### src/rtl/hs_write_sink.sv
// -----------------------------------------------------------------------------
// hs_write_sink
//
// Purpose:
//   Terminating follower for a four-phase rw/aw write handshake, as driven by
//   the output of a single-stage FIFO chain. Each offered byte is captured into
//   a small circular buffer, the handshake is completed, and buffered bytes are
//   presented toward consumer logic on a valid/ready stream. When the buffer is
//   full and the consumer is not popping, the ack is withheld. That leaves rw
//   pending and stalls the whole upstream chain.
//
// Parameters:
//   WIDTH   data width in bits (matches the chain data width)
//   DEPTH   buffer entries, power of two, >= 2
//   AW_CNT  width of the occupancy output, must hold 0..DEPTH
//
// Ports:
//   clk     in   rising-edge clock
//   reset   in   synchronous, active-high reset
//   din     in   write data from the upstream initiator, valid while rw=1
//   rw      in   write request from the upstream initiator
//   aw      out  write acknowledge to the upstream initiator (registered)
//   dout    out  head-of-buffer data (0 while the buffer is empty)
//   dvalid  out  buffer non-empty, dout valid
//   dready  in   consumer accepts dout when dvalid=1
//   count   out  current buffer occupancy
//   err     out  sticky protocol error flag
//
// Build option:
//   HS_SINK_PROTO_CHECK_EN  when defined, err latches (until reset) on either
//                           of two initiator violations seen while a request is
//                           stalled by a full buffer: din changes, or rw is
//                           withdrawn before the ack. When undefined, err is
//                           tied to 0 and no checker logic exists. Handshake
//                           behaviour is identical in both builds.
// -----------------------------------------------------------------------------
module hs_write_sink #(
    parameter int WIDTH  = 8,
    parameter int DEPTH  = 4,
    parameter int AW_CNT = 3
) (
    input  logic              clk,
    input  logic              reset,
    input  logic [WIDTH-1:0]  din,
    input  logic              rw,
    output logic              aw,
    output logic [WIDTH-1:0]  dout,
    output logic              dvalid,
    input  logic              dready,
    output logic [AW_CNT-1:0] count,
    output logic              err
);

    localparam int PW = (DEPTH > 1) ? $clog2(DEPTH) : 1;

    typedef enum logic {
        IDLE = 1'b0,
        ACK  = 1'b1
    } state_t;

    state_t           state;
    logic [WIDTH-1:0] mem [DEPTH];
    logic [PW-1:0]    wr_ptr;
    logic [PW-1:0]    rd_ptr;
    logic             pop;
    logic             space;
    logic             push;

    // Occupancy update. A push into a full buffer is only possible together
    // with a pop, so the count can neither overflow nor underflow.
    function automatic logic [AW_CNT-1:0] next_count(
        input logic [AW_CNT-1:0] c,
        input logic              inc,
        input logic              dec
    );
        case ({inc, dec})
            2'b10:   return c + AW_CNT'(1);
            2'b01:   return c - AW_CNT'(1);
            default: return c;
        endcase
    endfunction

    // Read side. Full/empty come from count, because the pointers alone are
    // ambiguous when they are equal.
    assign dvalid = (count != '0);
    assign pop    = dvalid && dready;

    // A full buffer that is popping in the same cycle still has room. The
    // outgoing head slot is read this cycle and freed by the same edge.
    assign space  = (count < AW_CNT'(DEPTH)) || pop;
    assign push   = (state == IDLE) && rw && space;

    // Storage is uninitialised after reset, so the output is gated by dvalid.
    // That gating gives the zero value shown while the buffer is empty.
    assign dout   = dvalid ? mem[rd_ptr] : '0;

    // Handshake FSM, pointers and occupancy
    always_ff @(posedge clk) begin
        if (reset) begin
            state  <= IDLE;
            aw     <= 1'b0;
            wr_ptr <= '0;
            rd_ptr <= '0;
            count  <= '0;
        end else begin
            case (state)
                IDLE: begin
                    // rw stays pending while there is no space. The missing
                    // ack is the backpressure seen by the chain.
                    if (push) begin
                        state  <= ACK;
                        aw     <= 1'b1;
                        wr_ptr <= wr_ptr + PW'(1);
                    end
                end
                ACK: begin
                    // rw held high keeps the ack up without capturing again.
                    if (!rw) begin
                        state <= IDLE;
                        aw    <= 1'b0;
                    end
                end
            endcase
            if (pop) begin
                rd_ptr <= rd_ptr + PW'(1);
            end
            count <= next_count(count, push, pop);
        end
    end

    // Buffer storage (data only, not reset)
    always_ff @(posedge clk) begin
        if (push) begin
            mem[wr_ptr] <= din;
        end
    end

`ifdef HS_SINK_PROTO_CHECK_EN
    logic             stall;
    logic             stall_q;
    logic [WIDTH-1:0] din_q;

    // A request that could not be captured at this edge.
    assign stall = (state == IDLE) && rw && !space;

    // Protocol checker. Once a request has stalled, the initiator must hold
    // din and keep rw high until the ack arrives.
    always_ff @(posedge clk) begin
        din_q <= din;
        if (reset) begin
            stall_q <= 1'b0;
            err     <= 1'b0;
        end else begin
            stall_q <= stall;
            if (stall_q && (state == IDLE) && (!rw || (din != din_q))) begin
                err <= 1'b1;
            end
        end
    end
`else
    assign err = 1'b0;
`endif

endmodule

### config.mk
export PLATFORM = sky130hd
export DESIGN_NAME = hs_write_sink
export DESIGN_NICKNAME = d
export VERILOG_FILES = /design/src/rtl/hs_write_sink.sv
export SDC_FILE = /design/constraint.sdc
export NUM_CORES = 1
export LEC_CHECK = 0
export CAP_MARGIN = 40
export CORE_UTILIZATION = 45
export CTS_BUF_LIST = sky130_fd_sc_hd__clkbuf_2
export CTS_CLUSTER_DIAMETER = 120
export DETAILED_ROUTE_END_ITERATION = 12
export GPL_TIMING_DRIVEN = 0
export PLACE_DENSITY = 0.64
export SLEW_MARGIN = 20
export SYNTH_ARGS = -nofsm -noshare
export SYNTH_HDL_FRONTEND = slang
export SYNTH_SLANG_ARGS = --single-unit
### constraint.sdc
create_clock -name clk -period 3.7 [get_ports clk]
set_input_delay 0.74 -clock clk [delete_from_list [all_inputs] [get_ports clk]]
set_output_delay 0.74 -clock clk [all_outputs]
set_load 0.005 [all_outputs]
==> results.py <==
metrics = {
    "synthesis": {
        "synth_area_leaders": "edfxtp_1 54%, dfxtp_1 12%, mux4_2 10%",
        "synthCells": 117,
        "synth_warnings": 0,
        "ys_seq_area_frac": 0.662,
        "ys_seq_elements": 43,
        "synth_top_area_frac": 0.538,
        "synth_common_cells": "32 x edfxtp_1, 11 x dfxtp_1, 9 x inv_1",
        "ys_types": 26,
        "async_flop_share": 0,
        "synth_most_common_cell": "edfxtp_1",
        "synth_edf_count": 32,
        "yosysTopAreaCell": "edfxtp_1",
        "syn_area_mm2": 0.00179,
        "syn_area_per_cell_um2": 15.3,
        "ys.flop_type": "edfxtp_1",
        "synth_nets": 135,
    },
    "clocking": {
        "cts-buffers-inserted": 5,
        "post_cts_resized": 0,
        "hold_buffers": 0,
        "root_buffer": "clkbuf_2",
        "post_cts_buffers": 0,
        "clock_path_buffers": 2,
        "tritoncts": "built",
        "path_clk_slew_ps": 180,
        "cts_htree_levels": 2,
        "clkLatencyLatePin_ps": 380,
        "clock-sinks": 43,
    },
    "power_and_ir_drop": {
        "sw_frac_of_total": 0.296,
        "p_seq_frac": 0.466,
        "p_comb_frac": 0.386,
        "intPower_mw": 0.905,
        "p_switching_mw": 0.380,
        "clkPwrFrac": 0.148,
        "cellLeakagePower_nw": 0.753,
        "irDropWorstVdd_v": 0.000288,
        "p_per_area_mw_per_mm2": 607,
        "finalPower_mw": 1.28,
    },
    "sta": {
        "fmax_ghz": 0.365,
        "final.period_utilization": 0.741,
        "slew_viol_final": 0,
        "fin_crit_ps": 2740,
        "final_hold_viol_count": 0,
        "rsz0062_at_grt": "false",
        "finClkSkew_ps": 11.4,
        "setup_viol": 0,
        "tns_ps": 0,
    },
    "worst_setup_path": {
        "crit-reg2reg-launch": "count[2]",
        "crit_path_end_kind": "primary output",
        "cp_max_fo": 8,
        "setup.worst_path.class": "reg2out",
        "worst-endpoint-required_ps": 2960,
        "start_kind": "flop",
        "critPathArrivalTime_ps": 2000,
    },
    "placement": {
        "place_area_mm2": 0.00208,
        "place_inst": 188,
        "globalplace.congestion": 0.740,
        "numPortBuffers": 23,
        "hpwl_mm": 1.96,
    },
    "global_routing": {
        "grt_max_degree": 13,
        "grt_pass1_vias": 1023,
        "grt_overflow": 0,
        "grt_pass1_wl_mm": 4.62,
        "antenna_found_initial": 0,
        "gr-usage-all-layers": 0.155,
    },
    "min_path": {
        "hp-class": "reg2reg",
        "hold_start": "aw",
    },
    "final_layout": {
        "diodes": 0,
        "layout-drive-gt1-share": 0.149,
        "design_area_mm2": 0.00212,
        "nets": 165,
        "fin_util": 0.565,
        "area_growth_pct": 18.5,
        "layout.cells.non_filler": 196,
    },
    "run": {
        "cap_viol_max_count": 0,
    },
    "die": {
        "die_area_mm2": 0.00422,
        "die_w_um": 65.0,
        "start_util": 0.477,
        "fp-row-count": 22,
        "die_h_um": 65.0,
        "ios": 26,
        "design.core.area_mm2": 0.00374,
    },
    "routing": {
        "first_pass_iters": 4,
        "viasPerCell": 5.08,
        "drc": 0,
        "vias": 995,
        "first_iter_violations": 55,
        "ant_nets": 0,
        "wl_mm": 2.84,
        "wl_per_cell_um": 14.5,
    },
    "run_status": {
        "outcome": "finished, final reports clean",
    },
}
==> worst max-delay path: stages (launching register included) <==
cell             delay [ps]
dfxtp_1                 360
buf_6                   170
mux4_2                  500
nor2b_1                 140
clkdlybuf4s50_1         460
==> cell families (layout without fill, tap and decap cells) <==
group | Yosys count | after routing | share of synthesized area
flops | 43 | 43 | 0.662
mux | 8 | 8 | 0.101
other cells | 1 | 1 | 0.00210
simple gates | 30 | 30 | 0.0995
xor+xnor | 3 | 3 | 0.0147
fa+ha+maj | 6 | 6 | 0.0463
buf+inv | 14 | 45 | 0.0385
compound gates | 12 | 12 | 0.0364
==> cell usage in the layout, fill, tap and decap left out <==
master	n
a21oi_1	6
and3_1	4
buf_4	1
buf_6	1
clkbuf_1	1
clkbuf_2	8
clkbuf_4	1
clkdlybuf4s50_1	23
clkinv_2	1
conb_1	1
dfxtp_1	11
edfxtp_1	32
fa_1	1
ha_1	5
inv_1	9
mux4_2	8
nand2_1	1
nand2b_1	2
nand3_1	2
nor2_1	7
nor2b_1	8
nor2b_4	2
nor3_1	2
o21a_1	1
o21ai_0	4
o31ai_1	1
or3_1	2
xor2_1	3
==> layout make-up <==
| type | count | area [um^2] |
|---|---|---|
| timing repair buffer | 23 | 230 |
| buffer | 5 | 35.0 |
| clock inverter | 1 | 5.00 |
| inverter | 9 | 33.8 |
| clock buffer | 7 | 35.0 |
| sequential | 43 | 1180 |
| multi-input combinational | 60 | 536 |
| fill | 315 | 1630 |
| tap | 48 | 60.1 |
==> flip-flops by register name, summed over array words and instances (netlist names), named ones only <==
register and count:
wr_ptr 2, mem 32, aw 1, rd_ptr 2, state 1, count 3
==> per-layer routing <==
metal | track usage | vias to the layer above | part of all wire
li1 | - | 479 | -
met1 | 0.176 | 497 | 0.41
met2 | 0.271 | 17 | 0.54
met3 | 0.0563 | 2 | 0.040
met4 | 0.0417 | 0 | 0.0046
met5 | 0 | - | 0
==> power groups by stage <==
| stage | combinational (mW) | clock, mW | sequential (mW) |
|---|---|---|---|
| finish | 0.497 | 0.190 | 0.599 |
| global route | 0.550 | 0.219 | 0.605 |
| CTS | 0.510 | 0.201 | 0.598 |
| detailed placement | 0.510 | 0 | 0.609 |
| global placement | 0.491 | 0 | 0.607 |
| floorplan | 0.289 | 0 | 0.605 |
==> metrics by stage <==
step	worst slack (ps)	hold slack, ps
finish	957	499
global route	828	530
CTS	897	501
detailed placement	866	459
global placement	878	456
floorplan	1490	459
==> final timing paths <==
kind | to | slack [ps] | depth (start not counted)
setup reg to reg | count[2] | 1620 | 9
setup / recovery | dout[5] | 960 | 4
hold reg to reg | aw | 500 | 1
hold / removal | aw | 500 | 1
Note: power is estimated with default switching activity, not from simulation.
